<file path="config.mk">
export PLATFORM = sky130hd
export DESIGN_NAME = blake2_ctrl
export DESIGN_NICKNAME = d
export VERILOG_FILES = /design/src/rtl/blake2_pkg.sv /design/src/rtl/blake2_round_cnt.sv /design/src/rtl/blake2_ctrl.sv
export SDC_FILE = /design/constraint.sdc
export NUM_CORES = 1
export LEC_CHECK = 0
export ABC_AREA = 1
export CELL_PAD_IN_SITES_DETAIL_PLACEMENT = 1
export CELL_PAD_IN_SITES_GLOBAL_PLACEMENT = 1
export CORE_ASPECT_RATIO = 0.8
export CORE_MARGIN = 2
export CORE_UTILIZATION = 39
export CTS_CLUSTER_DIAMETER = 120
export CTS_CLUSTER_SIZE = 40
export DETAILED_ROUTE_END_ITERATION = 8
export PLACE_DENSITY = 0.88
export SYNTH_ARGS = -nofsm -noshare
export SYNTH_HDL_FRONTEND = slang
export SYNTH_SLANG_ARGS = --single-unit
</file>
<file path="constraint.sdc">
create_clock -name clk -period 3.34 [get_ports clk]
set_clock_uncertainty 0.2 [all_clocks]
set_input_delay 0.835 -clock clk [delete_from_list [all_inputs] [get_ports clk]]
set_output_delay 0.835 -clock clk [all_outputs]
set_load 0.01 [all_outputs]
</file>
<file path="src/rtl/blake2_pkg.sv">
// Shared constants, state encoding and parameter-block checks for the BLAKE2 controller.
package blake2_pkg;

    localparam int unsigned NB_ROUND    = 10;
    localparam int unsigned NB_G        = 8;
    localparam int unsigned BLOCK_BYTES = 64;
    localparam int unsigned KEY_MAX     = 32;
    localparam int unsigned NN_MAX      = 32;

    localparam logic [5:0] LAST_IDX = 6'(BLOCK_BYTES - 1);

    typedef enum logic [2:0] {
        StIdle,
        StFill,
        StInit,
        StRound,
        StUpdate,
        StDone
    } state_e;

    // Digest length must be 1..NN_MAX and key length at most KEY_MAX.
    function automatic logic params_bad(logic [7:0] kk, logic [7:0] nn);
        return (nn == 8'd0) || (nn > 8'(NN_MAX)) || (kk > 8'(KEY_MAX));
    endfunction

endpackage

</file>
<file path="src/rtl/blake2_round_cnt.sv">
// Round / G-step counter: walks g_idx 0..NB_G-1 inside each round, rounds 0..NB_ROUND-1.
module blake2_round_cnt #(
    parameter int unsigned NB_ROUND = blake2_pkg::NB_ROUND,
    parameter int unsigned NB_G     = blake2_pkg::NB_G
) (
    input  logic       clk,
    input  logic       nreset,
    input  logic       start,
    input  logic       enable,
    output logic [3:0] round,
    output logic [2:0] g_idx,
    output logic       last
);

    logic g_last;
    logic round_last;

    assign g_last     = (g_idx == 3'(NB_G - 1));
    assign round_last = (round == 4'(NB_ROUND - 1));
    assign last       = g_last && round_last;

    always_ff @(posedge clk or negedge nreset) begin
        if (!nreset) begin
            round <= 4'd0;
            g_idx <= 3'd0;
        end else if (start) begin
            round <= 4'd0;
            g_idx <= 3'd0;
        end else if (enable) begin
            if (g_last) begin
                g_idx <= 3'd0;
                round <= round_last ? 4'd0 : round + 4'd1;
            end else begin
                g_idx <= g_idx + 3'd1;
            end
        end
    end

endmodule

</file>
<file path="src/rtl/blake2_ctrl.sv">
// BLAKE2 compression sequencer: tracks block fill, byte offset and final flag, and
// steps the datapath through v init, the G schedule and the h update.
module blake2_ctrl #(
    parameter int unsigned NB_ROUND = blake2_pkg::NB_ROUND,
    parameter int unsigned NB_G     = blake2_pkg::NB_G
) (
    input  logic        clk,
    input  logic        nreset,
    input  logic [7:0]  kk_i,
    input  logic [7:0]  nn_i,
    input  logic [63:0] ll_i,
    input  logic        data_v_i,
    input  logic [5:0]  data_idx_i,
    input  logic        block_first_i,
    input  logic        block_last_i,
    output logic        h_init_o,
    output logic        v_init_o,
    output logic        g_v_o,
    output logic [3:0]  round_o,
    output logic [2:0]  g_idx_o,
    output logic        h_update_o,
    output logic [63:0] t_o,
    output logic        f_o,
    output logic        hash_finished_o,
    output logic        err_o
);

    import blake2_pkg::state_e;
    import blake2_pkg::StIdle;
    import blake2_pkg::StFill;
    import blake2_pkg::StInit;
    import blake2_pkg::StRound;
    import blake2_pkg::StUpdate;
    import blake2_pkg::StDone;
    import blake2_pkg::BLOCK_BYTES;
    import blake2_pkg::LAST_IDX;
    import blake2_pkg::params_bad;

    state_e      state_q;
    logic        cnt_start;
    logic        cnt_enable;
    logic        cnt_last;
    logic        busy;
    logic        bad_params;
    logic [63:0] t_base;
    logic [63:0] t_final;

    assign busy       = state_q inside {StInit, StRound, StUpdate, StDone};
    assign bad_params = params_bad(kk_i, nn_i);
    // A first byte restarts the offset from zero, otherwise it accumulates.
    assign t_base     = block_first_i ? 64'd0 : t_o;
    // The key block counts as one full block of message bytes.
    assign t_final    = ll_i + ((kk_i != 8'd0) ? 64'(BLOCK_BYTES) : 64'd0);
    assign cnt_start  = (state_q == StInit);
    assign cnt_enable = (state_q == StRound);

    blake2_round_cnt #(
        .NB_ROUND (NB_ROUND),
        .NB_G     (NB_G)
    ) u_round_cnt (
        .clk    (clk),
        .nreset (nreset),
        .start  (cnt_start),
        .enable (cnt_enable),
        .round  (round_o),
        .g_idx  (g_idx_o),
        .last   (cnt_last)
    );

    always_ff @(posedge clk or negedge nreset) begin
        if (!nreset) begin
            state_q         <= StIdle;
            t_o             <= 64'd0;
            f_o             <= 1'b0;
            err_o           <= 1'b0;
            h_init_o        <= 1'b0;
            v_init_o        <= 1'b0;
            g_v_o           <= 1'b0;
            h_update_o      <= 1'b0;
            hash_finished_o <= 1'b0;
        end else begin
            h_init_o        <= 1'b0;
            v_init_o        <= 1'b0;
            g_v_o           <= 1'b0;
            h_update_o      <= 1'b0;
            hash_finished_o <= 1'b0;
            if (data_v_i && busy) begin
                err_o <= 1'b1;
            end
            unique case (state_q)
                StIdle, StFill: begin
                    if (data_v_i) begin
                        // An invalid parameter block aborts back to idle, even on a restart.
                        if (block_first_i && bad_params) begin
                            err_o   <= 1'b1;
                            state_q <= StIdle;
                        end else if (block_first_i || state_q == StFill) begin
                            h_init_o <= block_first_i;
                            if (data_idx_i == LAST_IDX) begin
                                f_o      <= block_last_i;
                                t_o      <= block_last_i ? t_final
                                                         : t_base + 64'(BLOCK_BYTES);
                                v_init_o <= 1'b1;
                                state_q  <= StInit;
                            end else begin
                                t_o     <= t_base;
                                state_q <= StFill;
                            end
                        end else begin
                            err_o <= 1'b1;
                        end
                    end
                end
                StInit: begin
                    g_v_o   <= 1'b1;
                    state_q <= StRound;
                end
                StRound: begin
                    if (cnt_last) begin
                        h_update_o <= 1'b1;
                        state_q    <= StUpdate;
                    end else begin
                        g_v_o <= 1'b1;
                    end
                end
                StUpdate: begin
                    hash_finished_o <= f_o;
                    state_q         <= f_o ? StDone : StFill;
                end
                StDone: begin
                    f_o     <= 1'b0;
                    state_q <= StIdle;
                end
                default: state_q <= StIdle;
            endcase
        end
    end

endmodule

</file>
; ---- Word-level counts from Yosys, hierarchy flattened
; Cells that the tools add are included.
[word_totals]
n_memories = 0
romBits = 0
wordCells = 92
latchBits = 0
ramBits = 0
out_inout_bits = 78
reg_bits = 81
inputBits = 91
[op_classes]
mux = 42
n_eq_ne = 14
mul = 0
reduce_logical = 18
order_cmp = 2
add_sub_neg = 4
n_bitwise = 1
shifts = 0
div_mod_pow = 0
[ops]
columns = operator, n
row1 = $mux W64, 3
row2 = $add A64 B7 Y64, 1
row3 = $add A64 B7 Y64 const B, 1
row4 = $mux W3, 8
row5 = $mux W1, 22
row6 = $gt A8 B6 Y1 const B, 2
row7 = $mux W4, 4
row8 = $pmux W3 S4, 1
row9 = $eq A3 B3 Y1 const B, 3
row10 = $logic_not A8 Y1, 1
row11 = $ne A2 B2 Y1 const B, 4
row12 = $reduce_bool A8 Y1, 1
row13 = $mux W7, 1
row14 = $eq A3 B2 Y1 const B, 2
row15 = $eq A6 B6 Y1 const B, 1
row16 = $reduce_bool A2 Y1, 3
row17 = $reduce_and A5 Y1, 1
row18 = $add A4 B1 Y4 const B, 1
row19 = $eq A4 B4 Y1 const B, 1
row20 = $pmux W1 S2, 2
row21 = $reduce_and A4 Y1, 1
row22 = $reduce_bool A4 Y1, 1
row23 = $add A3 B1 Y3 const B, 1
row24 = $eq A3 B1 Y1 const B, 1
row25 = 10 further kinds, 14

; ---- Logic depth before layout (Yosys ltp)
[depth]
ltp_word = 8
depth_mapped = 18

; ---- By module
; A second synthesis with hierarchy kept.
[unflattened]
hier_cells = 1616
area_unflattened_um2 = 8819.7
[by_module_without_submodules]
columns = module, seq_area_each_um2, area_per_inst_um2, cells_per_inst, instances
row1 = blake2_ctrl, 1851.8, 8379.3, 1560, 1
row2 = blake2_round_cnt, 175.2, 440.4, 56, 1

; ---- Least setup slack after synthesis
; Ideal clock, no wire load.
[synth_timing]
path_type = input to register
from = input port block_first_i
to = register t_o[46]
cell_stages = 18
t_arrival_ps = 2715
setup_slack_ps = 308
required_ps = 3023
path_buffers = 3
path_cell_list = buf_6 -> buf_2 -> buf_2 -> nor2_1 -> ha_1 -> nand2_1 -> inv_1 -> nand2_1 -> nor2_4 -> nand2_2 -> nor2_4 -> nand2_1 -> nor2_1 -> nand3_1 -> nand3_1 -> nand2_1 -> nand2_1 -> nand2_1
[synth_between]
elab_chain_len = 4
elab_cells_between_ends = 8
[synth_lines]
columns = item, line_no
row1 = start: declaration, blake2_ctrl.sv:14  ; input logic block_first_i,
row2 = $mux W64, blake2_ctrl.sv:51  ; assign t_base = block_first_i ? 64'd0 : t_o;
row3 = $add A64 B7 Y64, blake2_ctrl.sv:102  ; : t_base + 64'(BLOCK_BYTES);
row4 = $mux W64, blake2_ctrl.sv:101  ; t_o <= block_last_i ? t_final
row5 = $mux W64, blake2_ctrl.sv:99  ; if (data_idx_i == LAST_IDX) begin
row6 = end signal: assignment, blake2_ctrl.sv:101
row7 = end signal: assignment, blake2_ctrl.sv:106  ; t_o <= t_base;
row8 = end: declaration, blake2_ctrl.sv:22  ; output logic [63:0] t_o,
; Several ways; a longest one is shown, not always the timed one.
; A chain may end at the register's enable or synchronous reset.

; ---- Worst setup path after layout
[layout_timing]
from = input port kk_i[7]
to = register t_o[39]
[layout_between]
elab_chain_len = 5
elab_cells_between_ends = 10
[layout_lines]
columns = item, line_no
row1 = start: declaration, blake2_ctrl.sv:9  ; input logic [7:0] kk_i,
row2 = $reduce_bool A8 Y1 / $gt A8 B6 Y1 (equally long branches), "blake2_ctrl.sv:53, blake2_pkg.sv:23"
row3 = $mux W7 / $logic_or A1 B1 Y1 (equally long branches), "blake2_ctrl.sv:53, blake2_pkg.sv:23"
row4 = $add A64 B7 Y64 / $logic_and A1 B1 Y1 (equally long branches), "blake2_ctrl.sv:53, blake2_ctrl.sv:94"
row5 = $mux W64 / $not A1 Y1 (equally long branches), --
row6 = $mux W64 / $reduce_and A4 Y1 (equally long branches), --
; Several ways; a longest one is shown, not always the timed one.

==> results by group <==
Status
  – Status: complete, no violations

Power
  – P_sw: 0.00125 W
  – Combinational power share: 0.315
  – PwrDens: about 290 mW/mm²
  – Pleak: between 4 and 5 nW
  – Clk network pwr share: 0.318
  – Reg power frac: 0.367
  – Sw Share: 0.367
  – Internal power: roughly 0.0022 W
  – Max VDD drop: around 0.2 mV

Die
  – Core area: approximately 0.022 mm²
  – Die Height: between 100 and 150 µm
  – Io pins: 169
  – DIE AREA: around 0.024 mm²
  – Initial cell density of the core: 0.395
  – DIE WIDTH: around 170 µm
  – Number of cell rows: around 50

Timing
  – Final setup violating endpoints: 0
  – Post-layout min period: roughly 3.2 ns
  – Final Hold Fails: 0
  – Worst Max-Slew Pin Slew: about 0.67 ns
  – Period utilisation layout: 0.958
  – Min Hold Slack: a little under 0.3 ns
  – Fmax: about 310 MHz
  – Max-slew violations: 0
  – Slew HR: 0.554

Setup path
  – Max FO, Critical Path: 4
  – Nature of the critical path endpoint: flip-flop
  – Top cell by count, worst path: nand2_1
  – Crit-path cells: clkdlybuf4s50_1 -> nor2_1 -> or3b_4 -> ha_2 -> buf_4 -> nand3_1 -> nor2_1 -> nand3_1 -> a21oi_1 -> o21ai_0 -> nand2_1 -> nand2_1 -> nand2_1 -> nand2_1
  – CP arrival: ~3.3 ns
  – Slowest CP cell: clkdlybuf4s50_1
  – Startpoint Class: input port
  – Crit Path Category: input port to flip-flop
  – CP max stage delay: between 0.4 and 0.5 ns
  – Crit path required time: ~3.4 ns

Layout
  – Layout Nets: 1877
  – Core Util, Final: 0.523
  – Cell area after layout: between 0.01 and 0.015 mm²
  – Share of post-route cells with drive strength above 1: 0.0994
  – Post-route insts no fill: roughly 2100
  – Filler Cell Count: 3181
  – Synth-to-layout area growth: 32.2%
  – Antenna diodes: 0

Drt
  – DR vias: roughly 12000
  – Vias per Instance: around 5.6
  – WL/cell: 20.1 µm
  – # DRC: 0
  – Wirelength, routed: roughly 42000 µm
  – Antenna-violating nets left: 0
  – DRT iter0 DRCs: around 870
  – Number of iterations in the first detailed-routing pass: 5

Clock network
  – Root Buffer: clkbuf_16
  – Worst-path clk slew: roughly 0.070 ns
  – H-tree depth: 3
  – Clock Path Buffers: 2
  – # hold bufs at CTS: 0
  – Clk_lat worst skew: approximately 0.37 ns
  – Clk sink count: 81
  – CTS tree: built
  – Total CTS buffers: 9

Logic synthesis
  – Yosys warns: 0
  – Synth Net Count: approximately 1700
  – Yosys top cell area share: 0.230
  – Seq/Total Area, Yosys: 0.230
  – Synth Register Bits: a little over 80
  – Cell count after synthesis: 1577
  – Number of library cell types mapped by synthesis: 41
  – Synth area leader: dfrtp_1
  – Cell Area, Synth: 0.00883 mm²
  – Number of synthesized flops with an enable pin: 0
  – Main synth FF type: dfrtp_1
  – Avg Cell Area, Syn: 5.60 µm²
  – Share of synthesized registers carrying an async set or reset: 1.00
  – Synth top area cells: dfrtp_1, nand2_1, nor2_1, nand3_1, inv_1
  – Most common cell in the netlist: nand2_1
  – Top cells by count, synth: nand2_1, nor2_1, nand3_1

GRT
  – Total GRT Usage: 0.350
  – Largest net degree at the start of global routing: 85
  – Vias in the first global route: approximately 12000
  – First-pass GRT wire length: roughly 65000 µm
  – Initial antenna violation count: 0
  – Total grt overflow: 0

Placement
  – Cell Area, Placed: 0.0113 mm²
  – Port bufs: 168
  – Dpl hpwl: around 33000 µm
  – Placed insts: just over 2000
  – Routability Congestion: 0.983

Hold path
  – HP Class: input port to async pin

Run
  – Max-cap viol count: 0
sequential cells by signal, summed over array words and instances, names as in the netlist, 3 cells and up:
| signal | cells |
|---|---|
| state_q | 3 |
| t_o | 64 |
| u_round_cnt.g_idx | 3 |
| u_round_cnt.round | 4 |
cells by family after synthesis:
| logic type | count (synthesis) | share of synthesized area |
|---|---|---|
| buffers and inverters | 221 | 0.102 |
| DFF | 81 | 0.230 |
| adders and majority gates | 10 | 0.0142 |
| xor gates and xnor gates | 14 | 0.0139 |
| AOI/OAI and AO/OA | 189 | 0.118 |
| muxes | 1 | 0.00113 |
| and+or+nand+nor | 1061 | 0.522 |
repair_timing:
| action | 4_1_cts | 5_1_grt |
|---|---|---|
| setup endpoints to repair | 1 | 46 |
| resized for setup | 1 | 24 |
| buffers inserted | 0 | 2 |
metal layers:
metal,up-vias,track usage,part of all wire
li1,5481,-,-
met3,102,0.0596,0.081
met2,520,0.561,0.45
met5,-,0,0
met1,5665,0.467,0.43
met4,0,0.142,0.040
cell usage in the layout (no fill, tap or decap), types with 8 or more instances in the layout:
| cell | count |
|---|---|
| inv_1 | 161 |
| nand2_2 | 11 |
| o21ai_0 | 68 |
| o21ai_1 | 21 |
| xnor2_1 | 9 |
| o211ai_1 | 17 |
| nor2_4 | 17 |
| a21oi_1 | 62 |
| nor2_2 | 26 |
| ha_1 | 9 |
| nor3_1 | 14 |
| clkbuf_16 | 9 |
| nand3b_1 | 11 |
| clkdlybuf4s50_1 | 165 |
| nand4_1 | 29 |
| buf_12 | 8 |
| nand2_1 | 527 |
| nor2_1 | 234 |
| nand3_1 | 167 |
| nand3_2 | 14 |
| buf_4 | 66 |
| dfrtp_1 | 81 |
through the flow:
stage | setup WS (ns) | power (W) | setup TNS [ns]
after floorplan | 0.308 | 0.00170 | 0
after global placement | -0.242 | 0.00228 | -7.05
after detailed placement | -0.375 | 0.00232 | -12.72
after CTS | 0.0000744 | 0.00341 | 0
after global routing | -0.0175 | 0.00357 | -0.0175
final | 0.142 | 0.00341 | 0
path summary, 6_finish.rpt:
| path | slack [ns] | endpoint | cells past startpoint | start |
|---|---|---|---|---|
| min | 0.29 | f_o | 1 | nreset |
| min in group clk | 0.33 | u_round_cnt.round[2] | 1 | u_round_cnt.round[2] |
| min reg2reg | 0.33 | u_round_cnt.round[2] | 1 | u_round_cnt.round[2] |
| max in group asynchronous | 1.98 | t_o[42] | 2 | nreset |
| max reg2reg | 0.70 | t_o[62] | 16 | t_o[6] |
| max | 0.14 | t_o[39] | 14 | kk_i[7] |
final cells by class:
cell class | instances | area (µm²) | share of cell area
tap | 306 | 383 | 0.0328
clock inverter | 7 | 88.8 | 0.00762
multi-input combinational | 1275 | 5990 | 0.513
timing repair buffer | 241 | 2320 | 0.199
inverter | 168 | 636 | 0.0545
sequential | 81 | 2030 | 0.174
clock buffer | 9 | 225 | 0.0193
worst max-delay path, delay by kind of cell:
family	cells	cell delay, ns
and+or+nand+nor	9	1.27
buffers and inverters	2	0.56
AOI/OAI and AO/OA	2	0.41
adders and majority gates	1	0.18
power by group through the flow:
stage,clock network (W),logic [W],registers (W)
floorplan,0,0.000439,0.00126
global placement,0,0.00102,0.00126
detailed placement,0,0.00106,0.00126
CTS,0.00110,0.00107,0.00125
global route,0.00113,0.00117,0.00126
finish,0.00109,0.00107,0.00125
Power figures use the tool's default switching activity.
